<file path="config.mk">
export PLATFORM = sky130hd
export DESIGN_NAME = bfxp_bitreader
export DESIGN_NICKNAME = d
export VERILOG_FILES = /design/src/rtl/bfxp_pkg.sv /design/src/rtl/bfxp_mask.sv /design/src/rtl/bfxp_bitreader.sv
export SDC_FILE = /design/constraint.sdc
export NUM_CORES = 1
export LEC_CHECK = 0
export BUFFER_PORTS_ARGS = -buffer_cell sky130_fd_sc_hd__buf_4
export CAP_MARGIN = 25
export CORE_MARGIN = 4
export CORE_UTILIZATION = 37
export DETAILED_ROUTE_END_ITERATION = 8
export GPL_TIMING_DRIVEN = 0
export PLACE_DENSITY = 0.57
export SLEW_MARGIN = 20
export SYNTH_ARGS = -nofsm -noshare
export SYNTH_HDL_FRONTEND = slang
export SYNTH_SLANG_ARGS = --single-unit
</file>
<file path="constraint.sdc">
create_clock -name clock -period 3.55 [get_ports clock]
set_input_delay 0.1775 -clock clock [delete_from_list [all_inputs] [get_ports clock]]
set_output_delay 0.1775 -clock clock [all_outputs]
set_load 0.05 [all_outputs]
</file>
<file path="src/rtl/bfxp_pkg.sv">
// Shared widths and helpers for the bit-field extract/deposit blocks.
// Count width covers 0..BUFW inclusive.
package bfxp_pkg;

    localparam int XLEN = 32;
    localparam int BUFW = 64;
    localparam int CNTW = 7;
    localparam int LENW = 5;

    // Field length fields are encoded as length-1, so 0..31 maps to 1..32 bits.
    function automatic logic [CNTW-1:0] field_bits(input logic [LENW-1:0] len_m1);
        return {{(CNTW-LENW){1'b0}}, len_m1} + CNTW'(1);
    endfunction

endpackage

</file>
<file path="src/rtl/bfxp_mask.sv">
// Low-order mask generator: len_m1 = n-1 gives a mask with the n lowest bits set.
// Purely combinational so it can be shared with the deposit path.
module bfxp_mask
    import bfxp_pkg::*;
(
    input  logic [LENW-1:0] len_m1,
    output logic [XLEN-1:0] mask
);

    always_comb begin
        mask = {XLEN{1'b1}} >> (LENW'(XLEN - 1) - len_m1);
    end

endmodule

</file>
<file path="src/rtl/bfxp_bitreader.sv">
// Bit-stream reader: 32-bit words are appended to an LSB-aligned 64-bit buffer
// and fields of 1..32 bits are extracted from the oldest end, one per request.
module bfxp_bitreader
    import bfxp_pkg::*;
(
    input  logic            clock,
    input  logic            resetn,
    input  logic            flush,
    input  logic            in_valid,
    output logic            in_ready,
    input  logic [XLEN-1:0] in_data,
    input  logic            req_valid,
    output logic            req_ready,
    input  logic [LENW-1:0] req_len,
    output logic            out_valid,
    input  logic            out_ready,
    output logic [XLEN-1:0] out_data
);

    logic [BUFW-1:0] bits_p0;
    logic [CNTW-1:0] cnt_p0;
    logic            vld_p1;
    logic [XLEN-1:0] data_p1;

    logic [CNTW-1:0] take;
    logic [XLEN-1:0] mask;
    logic [XLEN-1:0] field;
    logic            in_fire;
    logic            req_fire;
    logic [BUFW-1:0] bits_shf;
    logic [CNTW-1:0] cnt_shf;
    logic [BUFW-1:0] bits_nxt;
    logic [CNTW-1:0] cnt_nxt;

    bfxp_mask u_mask (
        .len_m1 (req_len),
        .mask   (mask)
    );

    always_comb begin
        take      = field_bits(req_len);
        in_ready  = (cnt_p0 <= CNTW'(XLEN)) && !flush;
        req_ready = (cnt_p0 >= take) && (!vld_p1 || out_ready) && !flush;
        in_fire   = in_valid && in_ready;
        req_fire  = req_valid && req_ready;
        field     = bits_p0[XLEN-1:0] & mask;
    end

    // Consume first, then append the new word right above the surviving bits;
    // in_ready guarantees the append offset never exceeds 32.
    always_comb begin
        bits_shf = bits_p0;
        cnt_shf  = cnt_p0;
        if (req_fire) begin
            bits_shf = bits_p0 >> take;
            cnt_shf  = cnt_p0 - take;
        end
        bits_nxt = bits_shf;
        cnt_nxt  = cnt_shf;
        if (in_fire) begin
            bits_nxt = bits_shf | (BUFW'(in_data) << cnt_shf);
            cnt_nxt  = cnt_shf + CNTW'(XLEN);
        end
    end

    // Stage p0: bit buffer and fill count
    always_ff @(posedge clock or negedge resetn) begin
        if (!resetn) begin
            bits_p0 <= '0;
            cnt_p0  <= '0;
        end else if (flush) begin
            bits_p0 <= '0;
            cnt_p0  <= '0;
        end else begin
            bits_p0 <= bits_nxt;
            cnt_p0  <= cnt_nxt;
        end
    end

    // Stage p1: extracted field slot, held until the consumer takes it
    always_ff @(posedge clock or negedge resetn) begin
        if (!resetn) begin
            vld_p1  <= 1'b0;
            data_p1 <= '0;
        end else if (flush) begin
            vld_p1  <= 1'b0;
            data_p1 <= '0;
        end else if (req_fire) begin
            vld_p1  <= 1'b1;
            data_p1 <= field;
        end else if (out_ready) begin
            vld_p1  <= 1'b0;
        end
    end

    assign out_valid = vld_p1;
    assign out_data  = data_p1;

endmodule
</file>
Word level (Yosys, flattened, before mapping)
Cells that the tools add are included.
{ "totals": {"output_inout_bits": 35, "input_bits": 43, "latchBits": 0, "mem_bits_ro": 0, "register_bits": 104, "elab_cells": 36, "memories": 0, "mem_bits_rw": 0} }
{ "op_classes": {"muxes": 11, "reduce_logical": 10, "n_shift": 3, "n_lt_le_gt_ge": 2, "eq_ne": 0, "bitwise_logic": 2, "n_mul": 0, "addsub": 4, "div": 0} }
{ "ops": {"columns": ["cell", "count"], "rows": [
  ["$mux 64", 3],
  ["$mux 32", 2],
  ["$or 64x64->64", 1],
  ["$shl 32x7->64", 1],
  ["$shr 64x6->64", 1],
  ["$and 32x32->32", 1],
  ["$shr 32x5->32 const A", 1],
  ["$mux 7", 3],
  ["$add 7x6->7 const B", 1],
  ["$ge 7x6->1", 1],
  ["$le 7x6->1 const B", 1],
  ["$sub 7x6->7", 1],
  ["$add 5x1->6 const B", 1],
  ["$logic_and 1x1->1", 5],
  ["$sub 5x5->5 const A", 1],
  ["$mux 1", 3],
  ["$reduce_bool 3->1", 1],
  ["$logic_not 1->1", 2],
  ["$reduce_bool 2->1", 1],
  ["$logic_or 1x1->1", 1]
]} }

Longest topological paths before layout
Gate-level depths: netlist of run 1.
{ "depth": {"word_depth": 10, "depth_mapped": 22, "depth_no_buf": 15} }

By module
From an unflattened synthesis of run 1, not the netlist that was laid out.
{ "hier_totals": {"cells_unflattened": 1450, "hier_area_um2": 11598.6} }
{ "modules_own_cells": {"columns": ["mod", "area_each_um2", "instances", "cells_each"], "rows": [
  ["bfxp_bitreader", 11303.3, 1, 1393],
  ["bfxp_mask", 295.3, 1, 57]
]} }

Worst setup path after synthesis of run 1
No wires, ideal clock.
{ "synth_path": {"path_type": "in2reg", "from": "in req_len[0]", "to": "reg bits_p0[39]", "n_path_buf": 6, "arrival_time_ns": 4.460, "setup_ns": 0.135, "path_stages": 20, "slack_ns": -1.046, "cell_sequence": "buf_2 buf_4 buf_2 buf_2 buf_2 inv_1 ha_1 inv_1 ha_1 inv_1 o21a_1 or3_4 nand3_4 buf_6 mux2i_1 mux2i_1 mux2_2 mux2_2 a221oi_1 o22ai_1"} }
{ "synth_between": {"elab_chain_cells": 10, "elab_cells_between_ends": 13, "classes_between": "add/sub (2); order compare (1); shift (2); mux (4); bitwise (1); reduce/logical (3)"} }
{ "synth_rtl": {"columns": ["element", "line_no", "text"], "rows": [
  ["start: declaration", "bfxp_bitreader.sv:14", "input logic [LENW-1:0] req_len,"],
  ["$add 5x1->6 *", "bfxp_pkg.sv:12", "return {{(CNTW-LENW){1'b0}}, len_m1} + CNTW'(1);"],
  ["$ge 7x6->1", "bfxp_bitreader.sv:43", "req_ready = (cnt_p0 >= take) && (!vld_p1 || out_ready) && !flush;"],
  ["$logic_and 1x1->1 (2 in a row)", "bfxp_bitreader.sv:43", null],
  ["$logic_and 1x1->1", "bfxp_bitreader.sv:45", "req_fire = req_valid && req_ready;"],
  ["$mux 7", "bfxp_bitreader.sv:54", "if (req_fire) begin"],
  ["$shl 32x7->64", "bfxp_bitreader.sv:61", "bits_nxt = bits_shf | (BUFW'(in_data) << cnt_shf);"],
  ["$or 64x64->64", "bfxp_bitreader.sv:61", null],
  ["$mux 64 *", "bfxp_bitreader.sv:60", "if (in_fire) begin"],
  ["$mux 64 *", "bfxp_bitreader.sv:71", "end else if (flush) begin"],
  ["end signal: assignment", "bfxp_bitreader.sv:75", "bits_p0 <= bits_nxt;"],
  ["end: declaration", "bfxp_bitreader.sv:20", "logic [BUFW-1:0] bits_p0;"]
]} }
Every way passes the cells marked *; elsewhere a longest branch is shown, timed or not.
A chain may end at the register's enable or synchronous reset.

Final worst setup path of run 1
{ "layout_path": {"from": "reg cnt_p0[3]", "to": "reg bits_p0[28]"} }
{ "layout_between": {"elab_chain_cells": 9, "elab_cells_between_ends": 14, "classes_between": "add/sub (1); order compare (2); shift (1); mux (4); bitwise (1); reduce/logical (5)"} }
{ "layout_rtl": {"columns": ["element", "line_no", "text"], "rows": [
  ["start: declaration", "bfxp_bitreader.sv:21", "logic [CNTW-1:0] cnt_p0;"],
  ["start signal: assignment", "bfxp_bitreader.sv:76", "cnt_p0 <= cnt_nxt;"],
  ["$ge 7x6->1", "bfxp_bitreader.sv:43", null],
  ["$logic_and 1x1->1 (2 in a row)", "bfxp_bitreader.sv:43", null],
  ["$logic_and 1x1->1", "bfxp_bitreader.sv:45", null],
  ["$mux 7", "bfxp_bitreader.sv:54", null],
  ["$shl 32x7->64", "bfxp_bitreader.sv:61", null],
  ["$or 64x64->64", "bfxp_bitreader.sv:61", null],
  ["$mux 64 *", "bfxp_bitreader.sv:60", null],
  ["$mux 64 *", "bfxp_bitreader.sv:71", null]
]} }
Marked as above.

==> out/metrics.csv, run 1 <==
metric;value;unit
status;complete, no violations;
Routed Antenna Nets;0;
P per Cell Area;879;nW/um^2
Die Footprint;32400;sq um
Fin Clk Skew;0.0137;ns
DP HPWL;44600;um
Initial Utilization;37.8;%
CP max stage cell;dfrtp_1;
core area;28900;sq um
leakage power;5.88;nW
reg2reg end;bits_p0[28];
Placer Congestion;1.04;
Skew-Pair Late Insertion Delay;0.38;ns
Critical Path Start Type;flop;
Clock Power Share;8.7;%
worst reg2reg startpoint;cnt_p0[3];
vias in the first global route;12443;
internal power;0.00590;W
R2R Setup Slk;0.006;ns
Crit path arrival time;3.80;ns
Final Core Density;50.0;%
number of diodes;0;
H-tree depth;3;
Site Rows;62;
delay of the slowest critical-path stage;0.44;ns
Tmin final;3.54;ns
DR vias;12728;
die height;180;um
Final WS setup;0.00551;ns
Cell Area, Synth;11000;sq um
relative slew slack;40.5;%
Global Route Usage Sum;33.9;%
Layout area overhead;32.0;%
Worst EP required;3.81;ns
Routed WL;58000;um
Syn. warnings;0;
R2R depth;13;
peak ir drop on the vdd network;0.963;mV
Worst setup endpoint;bits_p0[28];
flops & latches, synth;104;
share of cells above drive strength 1;30.2;%
Setup CP Type;reg -> reg;
cells along the critical path;ha_4 -> nand3_4 -> or2_4 -> or3_4 -> nand3_4 -> buf_12 -> buf_12 -> mux2i_4 -> mux2i_1 -> mux2_4 -> mux2i_4 -> mux2i_4 -> a22o_1;
clock root buffer master;clkbuf_16;
initial antenna violation count;1;
Final Max Slew Viols;0;
nets@finish;1586;
final setup fails;0;
unrepaired setup endpoints after global routing;yes;
hold-critical path depth;3;
TNS Setup;0;ns
first-pass GRT wire length;83800;um
post-route cell area;14500;sq um
TritonRoute pass-1 iters;7;
drt first-iter violations;1512;
crit-path max FO;6;
Seq/Total Area, Yosys;23.8;%
Clock Sinks;104;
pin count of the biggest net entering global routing;105;
clk slew on worst S/H paths;0.09;ns
Die Wd;180;um
crit path capture type;flop;
CP dominant cell by count;mux2i_4;
CTS Buffer Depth;2;
DRC viols;0;
wire length per cell;30.2;um
Synth Flop Type;dfrtp_1;
max_cap viols;0;
ys async rst share;100;%
Via density;6.63;
Post-DP Area;12500;sq um
Synth Area per Inst;7.95;sq um
io pins;78;
sequential power share;16.2;%
Post-synth EDFFs;0;
total CTS buffers;9;
Tcrit/Tclk final;99.8;%
post-synth cell types;80;
Gate power share;75.1;%
Port Buf Inserts;75;
maximum operating frequency;0.282;GHz
Hold Path Class;in -> reg;
final-report hold violation count;0;
Synth Net Count;1431;
switching share of total power;53.6;%
Synth Instances;1377;
Psw;0.00681;W
fill count;2846;
pre-CTS setup slack;-2.13;ns
Worst setup startpoint;cnt_p0[3];
worst slew pin tran;0.885;ns
CTS tree;done;
GRT overflow;0;
## registers in the layout, summed over array words and instances (netlist names)
register	flops
bits_p0	64
out_data	32
cnt_p0	7
out_valid	1
## worst max-delay path: cells and delay by family (launching register included)
family | cells | cell delay, ns
AND/OR/NAND/NOR | 4 | 0.94
buffers and inverters | 2 | 0.31
flip-flops | 1 | 0.44
adder cells (fa/ha/maj) | 1 | 0.31
AO/OA/AOI/OAI | 1 | 0.25
multiplexers | 5 | 1.18
## how the worst min path moves through the flow
stage	start	to	slack, ns
floorplan	resetn	bits_p0[0]	-0.12
global placement	out_data[20]	out_data[20]	0.46
detailed placement	resetn	out_data[25]	0.36
CTS	out_ready	out_valid	0.26
global route	out_ready	out_valid	0.29
finish	out_ready	out_valid	0.28
## stage by stage
stage          total power, W  instances  hold WS [ns]
3_5_place_dp          0.00928       1837         0.358
5_1_grt                0.0131       1921         0.289
3_3_place_gp          0.00929       1836         0.455
4_1_cts                0.0119       1888         0.258
6_report               0.0127       1921         0.279
2_1_floorplan         0.00663       1377        -0.118
## placed cells by master (no fill, tap or decap), types with 13 or more instances in the layout
cell type,instances
o21ai_0,83
mux2i_4,27
nor3_1,28
nor2_1,146
buf_1,13
buf_4,152
a221oi_1,13
nand2_1,235
dfrtp_1,102
a31oi_1,16
mux2_2,18
a211oi_1,23
mux4_2,42
a21oi_1,48
clkbuf_2,13
mux2i_1,93
clkbuf_1,32
nand3_1,35
mux2i_2,33
o22ai_1,18
## cells in the mapped netlist (7+ instances only)
| master | number | area (sq um) |
|---|---|---|
| o32ai_1 | 11 | 96.3 |
| nor4_1 | 8 | 50.1 |
| ha_1 | 10 | 125 |
| nand4_1 | 10 | 62.6 |
| and2_1 | 8 | 50.1 |
| mux2_2 | 27 | 304 |
| buf_2 | 19 | 95.1 |
| a21oi_1 | 56 | 280 |
| buf_1 | 25 | 93.8 |
| a32o_1 | 10 | 100 |
| dfrtp_1 | 104 | 2600 |
| nand2b_1 | 7 | 43.8 |
| o21ai_1 | 7 | 35.0 |
| a22o_1 | 7 | 61.3 |
| o21a_1 | 11 | 82.6 |
| mux4_2 | 42 | 946 |
| a221oi_1 | 15 | 131 |
| nand3_1 | 37 | 185 |
| nand2_1 | 242 | 908 |
| inv_1 | 15 | 56.3 |
| o221ai_1 | 9 | 78.8 |
| o22ai_1 | 18 | 113 |
| a211oi_1 | 28 | 210 |
| a31oi_1 | 16 | 100 |
| o31ai_1 | 7 | 52.6 |
| nor2_1 | 157 | 589 |
| nor3_1 | 30 | 150 |
| clkbuf_1 | 66 | 248 |
| o211ai_1 | 12 | 90.1 |
| mux2i_1 | 153 | 1530 |
| o21ai_0 | 91 | 455 |
## layer usage
| layer | vias to the layer above | global-route usage (%) | wire, um | part of all wire, % |
|---|---|---|---|---|
| met1 | 6212 | 44.2 | 22700 | 39 |
| met4 | 2 | 17.1 | 3930 | 6.8 |
| li1 | 5447 | - | - | - |
| met3 | 207 | 5.93 | 5280 | 9.1 |
| met5 | - | 0 | 13 | 0.022 |
| met2 | 860 | 54.4 | 26100 | 45 |
## area by class of cell
type / count / area, sq um / share of cell area [%]
plain buffers: 100 / 682 / 4.72
flip-flops and latches: 104 / 2610 / 18.0
multi-input cells: 1141 / 8930 / 61.8
repair inverters: 2 / 22.5 / 0.156
clock buffers: 9 / 225 / 1.56
clock inverters: 7 / 93.8 / 0.649
repair buffers: 156 / 1290 / 8.92
well taps: 384 / 480 / 3.32
inverters: 18 / 129 / 0.892
## kinds of logic (layout without fill, tap and decap cells)
family | after synthesis | count (layout) | synth area share, %
compound gates | 368 | 369 | 23.0
xor+xnor | 5 | 5 | 0.400
fa+ha+maj | 11 | 11 | 1.33
buf+inv | 133 | 292 | 5.05
flops | 104 | 104 | 23.8
mux | 222 | 222 | 25.4
simple gates | 534 | 534 | 21.0
## power by group through the flow
stage	sequential (W)	combinational [W]	clock [W]
4_1_cts	0.00201	0.00874	0.00111
6_report	0.00206	0.00954	0.00111
2_1_floorplan	0.00179	0.00485	0
3_3_place_gp	0.00203	0.00726	0
3_5_place_dp	0.00203	0.00725	0
5_1_grt	0.00205	0.00990	0.00116
## what timing repair did
action,CTS,global route
endpoints found under the setup margin,103,74
setup buffers,44,35
hold endpoints to repair,48,0
gates resized for setup,200,75
pin swaps,29,32
hold buffers,1,0
cloned,3,2
Note: power is estimated with default switching activity, not from simulation.
==> inputs of run 2 (changes only) <==
--- a/config.mk
+++ b/config.mk
@@ -10,7 +10,6 @@
 export CORE_MARGIN = 4
 export CORE_UTILIZATION = 37
 export DETAILED_ROUTE_END_ITERATION = 8
-export GPL_TIMING_DRIVEN = 0
 export PLACE_DENSITY = 0.57
 export SLEW_MARGIN = 20
 export SYNTH_ARGS = -nofsm -noshare
==> run 2 against run 1 <==
Non-clock buffer count increased by 120. Sequential cell count is the same. Global-route usage down 3.5 points. Register-to-register slack better by 0.07 ns. Combinational power up 6%. Cell count up 6.1%.
==> out/metrics.csv, run 2 (synthesis results as in run 1) <==
metric;value;unit;change
Critical Path Start Type;input pin;;was flop
final-report hold violation count;0;;unchanged
R2R Setup Slk;0.08;ns;was 0.006 ns
unrepaired setup endpoints after global routing;yes;;unchanged
Routed WL;51500;um;was 58,000 um
clock root buffer master;clkbuf_16;;unchanged
Worst EP required;3.77;ns;was 3.81 ns
max reg flops;64;;unchanged
DRC viols;0;;unchanged
cells along the critical path;buf_4 -> ha_4 -> inv_1 -> ha_4 -> inv_1 -> ha_4 -> nor2_1 -> or2_4 -> or3_4 -> nand3_4 -> buf_8 -> buf_4 -> mux2i_2 -> buf_4 -> mux2i_1 -> mux2i_1 -> mux2_2 -> o22a_1 -> o22ai_1;;was ha_4 -> nand3_4 -> or2_4 -> or3_4 -> nand3_4 -> buf_12 -> buf_12 -> mux2i_4 -> mux2i_1 -> mux2_4 -> mux2i_4 -> mux2i_4 -> a22o_1
Clock Power Share;8.6;%;was 8.7%
worst reg2reg startpoint;cnt_p0[3];;unchanged
vias in the first global route;12397;;was 12,443
die height;180;um;unchanged
DR vias;12857;;was 12,728
Clock Sinks;104;;unchanged
Tcrit/Tclk final;98.7;%;was 99.8%
Site Rows;62;;unchanged
core area;28900;sq um;unchanged
Worst setup startpoint;req_len[1];;was cnt_p0[3]
io pins;78;;unchanged
switching share of total power;49.5;%;was 53.6%
Via density;6.31;;was 6.63
R2R depth;14;;was 13
Tot Pwr;0.0132;W;was 0.0127 W
status;complete, no violations;;unchanged
Layout area overhead;36.7;%;was 32.0%
Fin Clk Skew;0.0148;ns;was 0.0137 ns
total CTS buffers;9;;unchanged
Routed Antenna Nets;0;;unchanged
Setup CP Type;in -> reg;;was reg -> reg
max_cap viols;0;;unchanged
drt first-iter violations;1547;;was 1,512
CP max stage cell;or3_4;;was dfrtp_1
TritonRoute pass-1 iters;7;;unchanged
Die Footprint;32400;sq um;unchanged
hold-critical path depth;3;;unchanged
Initial Utilization;37.8;%;unchanged
final setup fails;0;;unchanged
P per Cell Area;879;nW/um^2;about the same
register with the most flip-flops;bits_p0;;unchanged
GRT overflow;0;;unchanged
internal power;0.00665;W;was 0.00590 W
Skew-Pair Late Insertion Delay;0.38;ns;about the same
CTS tree;done;;unchanged
share of cells above drive strength 1;33.8;%;was 30.2%
crit path capture type;flop;;unchanged
pin count of the biggest net entering global routing;62;;was 105
initial antenna violation count;1;;unchanged
Global Route Usage Sum;30.4;%;was 33.9%
clk slew on worst S/H paths;0.09;ns;about the same
Crit path max-delay family;multiplexers;;unchanged
reg2reg end;bits_p0[31];;was bits_p0[28]
Crit path arrival time;3.73;ns;was 3.80 ns
Tmin final;3.50;ns;was 3.54 ns
peak ir drop on the vdd network;0.470;mV;was 0.963 mV
nets@finish;1703;;was 1,586
worst slew pin tran;0.836;ns;was 0.885 ns
Port Buf Inserts;77;;was 75
Hold Path Class;in -> reg;;unchanged
first-pass GRT wire length;77300;um;was 83,800 um
CTS Buffer Depth;2;;unchanged
wire length per cell;25.3;um;was 30.2 um
crit-path max FO;6;;unchanged
DP HPWL;39800;um;was 44,600 um
commonest non-fill, non-tap cell in the layout;buf_4;;was nand2_1
Hold Path Sink;out_valid;;unchanged
TNS Setup;0;ns;unchanged
Placer Congestion;0.971;;was 1.04
leakage power;6.52;nW;was 5.88 nW
relative slew slack;44.3;%;was 40.5%
Psw;0.00651;W;was 0.00681 W
Die Wd;180;um;unchanged
commonest non-fill, non-tap cells in the layout;353 x buf_4, 238 x nand2_1, 153 x nor2_1;;was 235 x nand2_1, 152 x buf_4, 146 x nor2_1
Gate power share;76.4;%;was 75.1%
sequential power share;15.0;%;was 16.2%
hold wc startpoint;out_ready;;unchanged
Final Max Slew Viols;0;;unchanged
H-tree depth;3;;unchanged
maximum operating frequency;0.286;GHz;was 0.282 GHz
Worst Path Buf+Inv;6;;was 2
delay of the slowest critical-path stage;0.39;ns;was 0.44 ns
Final Core Density;51.7;%;was 50.0%
-- run 2: cell types whose count changed in the layout (fill, tap and decap cells not counted), moves of 7 or more --
| cell | change |
|---|---|
| buf_4 | +201 |
| clkbuf_1 | -32 |
| mux2i_1 | +31 |
| mux2i_4 | -17 |
| mux2i_2 | -14 |
| buf_1 | -13 |
| clkbuf_2 | -13 |
| buf_12 | +9 |
| buf_2 | -9 |
| buf_6 | -8 |
| clkbuf_4 | -8 |
| a21oi_1 | +7 |
| nor2_1 | +7 |
-- run 2: layer usage --
metal / share of wire (%) / vias up / GRT usage [%] / wire length (um)
met2: 45 / 793 / 47.5 / 23000
met1: 41 / 6217 / 42.0 / 20900
met4: 5.9 / 0 / 14.1 / 3060
li1: - / 5696 / - / -
met5: 0 / - / 0 / 0
met3: 8.9 / 151 / 4.06 / 4610
-- run 2: how the worst max path moves through the flow --
stage,endpoint,slack [ns],cells after the start
2_1_floorplan,bits_p0[39],-0.25,20
3_3_place_gp,bits_p0[58],-0.64,18
3_5_place_dp,bits_p0[58],-0.66,18
4_1_cts,bits_p0[52],0.006,17
5_1_grt,bits_p0[39],-0.06,18
6_report,bits_p0[31],0.05,19
-- run 2: power by group through the flow --
stage / combinational, W / clock, W / sequential [W]
floorplan: 0.00485 / 0 / 0.00179
global placement: 0.00913 / 0 / 0.00195
detailed placement: 0.00914 / 0 / 0.00196
CTS: 0.00938 / 0.00114 / 0.00193
global route: 0.0106 / 0.00119 / 0.00199
finish: 0.0101 / 0.00114 / 0.00197
-- run 2: area by class of cell --
cell class / count / area, sq um
fillers: 2794 / 14000
multi-input cells: 1140 / 8410
diodes: 1 / 2.50
inverters: 18 / 77.6
clock inverters: 7 / 96.3
well taps: 384 / 480
repair buffers: 376 / 3070
flip-flops and latches: 104 / 2600
clock buffers: 9 / 225
-- run 2: repair_timing --
action	in CTS	in global routing
pin swaps	2	13
setup buffers	6	9
hold buffers	1	0
endpoints found under the hold margin	51	0
gates resized for setup	20	52
cloned	0	1
endpoints found under the setup margin	31	61
-- run 2: stage by stage --
stage | std cells | setup slack, ns | area [sq um] | hold WS, ns
after global routing | 2039 | -0.0581 | 15000 | 0.273
after floorplan | 1377 | -0.252 | 11400 | -0.118
after global placement | 2005 | -0.643 | 14100 | 0.281
after CTS | 2028 | 0.00643 | 14600 | 0.237
final | 2039 | 0.0477 | 15000 | 0.247
after detailed placement | 2005 | -0.660 | 14100 | 0.287
-- run 2: worst reg2reg max path, delay by kind of cell, from the launching register on --
kind,cells,cell delay (ns)
mux,4,0.84
simple gates,4,0.82
compound gates,2,0.47
buf+inv,3,0.44
flops,1,0.44
fa+ha+maj,1,0.30
==> inputs of run 3 (changes only) <==
--- a/config.mk
+++ b/config.mk
@@ -7,10 +7,12 @@
 export LEC_CHECK = 0
 export BUFFER_PORTS_ARGS = -buffer_cell sky130_fd_sc_hd__buf_4
 export CAP_MARGIN = 25
+export CORE_ASPECT_RATIO = 1.5
 export CORE_MARGIN = 4
 export CORE_UTILIZATION = 37
 export DETAILED_ROUTE_END_ITERATION = 8
 export PLACE_DENSITY = 0.57
+export SETUP_SLACK_MARGIN = 0.05
 export SLEW_MARGIN = 20
 export SYNTH_ARGS = -nofsm -noshare
 export SYNTH_HDL_FRONTEND = slang
==> run 3 against run 2 <==
Critical path depth is 6 lower. Fmax is 0.59% lower. Critical endpoint is now bits_p0[62]. Register-to-register slack worse by 0.05 ns. Critical path type is now reg -> reg. First-iteration DRC count is 31% lower. Cell count is 0.29% lower. Clock skew hardly changed. Combinational power is 4% higher. Count of clock-buffer cells in the layout stayed put. Cell area is 1.1% higher. Sequential cell count stayed put. Die area is 0.18% higher. Largest cell class unchanged. Power is 3.1% higher.
==> out/metrics.csv, run 3 (synthesis results as in run 1) <==
metric;value;unit;change
Die Footprint;32500;sq um;was 32,400 sq um
Initial Utilization;37.8;%;about the same
CP dominant cell by count;mux2i_2;;
Setup CP Type;reg -> reg;;was in -> reg
pin count of the biggest net entering global routing;63;;was 62
core area;29000;sq um;was 28,900 sq um
io pins;78;;unchanged
die height;219;um;was 180 um
Site Rows;76;;was 62
Fin Clk Skew;0.0153;ns;was 0.0148 ns
Crit path arrival time;3.82;ns;was 3.73 ns
CP max stage cell;a222oi_1;;was or3_4
delay of the slowest critical-path stage;0.53;ns;was 0.39 ns
Final WS setup;0.0268;ns;was 0.0477 ns
DP HPWL;41200;um;was 39,800 um
final setup fails;0;;unchanged
Final Non-Filler Cells;2033;;was 2,039
clk slew on worst S/H paths;0.09;ns;about the same
Global Route Usage Sum;31.8;%;was 30.4%
GRT overflow;0;;unchanged
hold-critical path depth;3;;unchanged
maximum operating frequency;0.284;GHz;was 0.286 GHz
total CTS buffers;9;;unchanged
status;complete, no violations;;unchanged
crit-path max FO;6;;unchanged
final-report hold violation count;0;;unchanged
area of the multi-input gates;8630;sq um;was 8410 sq um
fill count;2817;;was 2,794
P per Cell Area;896;nW/um^2;was 879 nW/um^2
worst slew pin tran;0.815;ns;was 0.836 ns
Hold Path Class;in -> reg;;unchanged
Layout area overhead;38.2;%;was 36.7%
drt first-iter violations;1064;;was 1,547
Placed Instances;1994;;was 2,005
R2R Setup Slk;0.03;ns;was 0.08 ns
Die Wd;148;um;was 180 um
Skew-Pair Late Insertion Delay;0.39;ns;was 0.38 ns
Via density;6.21;;was 6.31
register with the most flip-flops;bits_p0;;unchanged
stages on the worst setup path;13;;was 19
CTS Buffer Depth;2;;unchanged
Tcrit/Tclk final;99.2;%;was 98.7%
CTS tree;done;;unchanged
crit path capture type;flop;;unchanged
Tmin final;3.52;ns;was 3.50 ns
nets@finish;1692;;was 1,703
Placer Congestion;1.00;;was 0.971
Critical Path Start Type;flop;;was input pin
wire length per cell;25.8;um;was 25.3 um
hold slack;0.224;ns;was 0.247 ns
commonest non-fill, non-tap cell in the layout;buf_4;;unchanged
DRC viols;0;;unchanged
max reg flops;64;;unchanged
Tot Pwr;0.0136;W;was 0.0132 W
Worst EP required;3.85;ns;was 3.77 ns
initial antenna violation count;0;;was 1
Port Buf Inserts;77;;unchanged
number of diodes;0;;was 1
unrepaired setup endpoints after global routing;yes;;unchanged
peak ir drop on the vdd network;0.579;mV;was 0.470 mV
post-route cell area;15100;sq um;was 15,000 sq um
Post-DP Area;14000;sq um;was 14,100 sq um
cells along the critical path;inv_2 -> ha_4 -> fa_1 -> nand2b_1 -> o211ai_1 -> clkbuf_16 -> buf_12 -> mux2i_2 -> mux2i_2 -> a222oi_1 -> a21oi_1 -> buf_4 -> a211oi_2;;was buf_4 -> ha_4 -> inv_1 -> ha_4 -> inv_1 -> ha_4 -> nor2_1 -> or2_4 -> or3_4 -> nand3_4 -> buf_8 -> buf_4 -> mux2i_2 -> buf_4 -> mux2i_1 -> mux2i_1 -> mux2_2 -> o22a_1 -> o22ai_1
pre-CTS setup slack;-0.707;ns;was -0.660 ns
FF+latch area;2610;sq um;was 2600 sq um
Clock Sinks;104;;unchanged
R2R depth;13;;was 14
Crit path max-delay family;compound AO/OA/AOI/OAI gates;;was multiplexers
vias in the first global route;12792;;was 12,397
Worst Path Buf+Inv;4;;was 6
Routed WL;52400;um;was 51,500 um
TritonRoute pass-1 iters;8;;was 7
Routed Antenna Nets;0;;unchanged
max_cap viols;0;;unchanged
H-tree depth;3;;unchanged
share of cells above drive strength 1;35.2;%;was 33.8%
commonest non-fill, non-tap cells in the layout;338 x buf_4, 239 x nand2_1, 152 x nor2_1;;was 353 x buf_4, 238 x nand2_1, 153 x nor2_1
Final Max Slew Viols;0;;unchanged
clock root buffer master;clkbuf_16;;unchanged
DR vias;12629;;was 12,857
first-pass GRT wire length;77900;um;was 77,300 um
leakage power;6.53;nW;was 6.52 nW
relative slew slack;45.6;%;was 44.3%
==> run 3: worst reg2reg max path: stages, from the launching register on <==
cell       delay [ns]
dfrtp_1          0.40
inv_2            0.07
ha_4             0.16
fa_1             0.47
nand2b_1         0.20
o211ai_1         0.32
clkbuf_16        0.23
buf_12           0.12
mux2i_2          0.29
mux2i_2          0.15
a222oi_1         0.54
a21oi_1          0.13
buf_4            0.18
a211oi_2         0.18
==> run 3: final timing paths <==
check / from / to
setup reg to reg: cnt_p0[0] / bits_p0[62]
max in group asynchronous: resetn / bits_p0[39]
setup / recovery: cnt_p0[0] / bits_p0[62]
min in group asynchronous: resetn / cnt_p0[1]
hold reg to reg: out_data[26] / out_data[26]
hold / removal: out_ready / out_valid
==> run 3: area by class of cell <==
cell class	instances	area share (%)
multi-input cells	1140	57.0
clock inverters	7	0.604
repair buffers	365	19.9
well taps	390	3.22
clock buffers	9	1.49
flip-flops and latches	104	17.2
inverters	18	0.496
==> run 3: power by group <==
| group | internal (W) | switching, W |
|---|---|---|
| Sequential | 0.00147 | 0.000485 |
| Combinational | 0.00493 | 0.00558 |
| Clock | 0.000513 | 0.000596 |
==> run 3: stage by stage <==
step                      util, %  TNS, ns
after floorplan                 -    -4.42
after global placement       48.2   -28.75
after detailed placement     48.2   -31.24
after CTS                    50.1        0
after global routing         52.2  -0.0654
final                        52.2        0
==> run 3: what timing repair did <==
action,CTS,global route
hold buffers,1,0
pin swaps,1,19
gates cloned,1,1
resized for setup,32,88
setup buffers,3,18
endpoints found under the setup margin,57,54
endpoints found under the hold margin,48,0
==> run 3: per-layer routing <==
metal | routed length (um) | up-vias | track usage [%]
met5 | 0 | - | 0
met4 | 4860 | 0 | 24.4
met3 | 2860 | 206 | 4.02
met2 | 25800 | 603 | 54.0
met1 | 18900 | 6137 | 35.9
li1 | - | 5683 | -
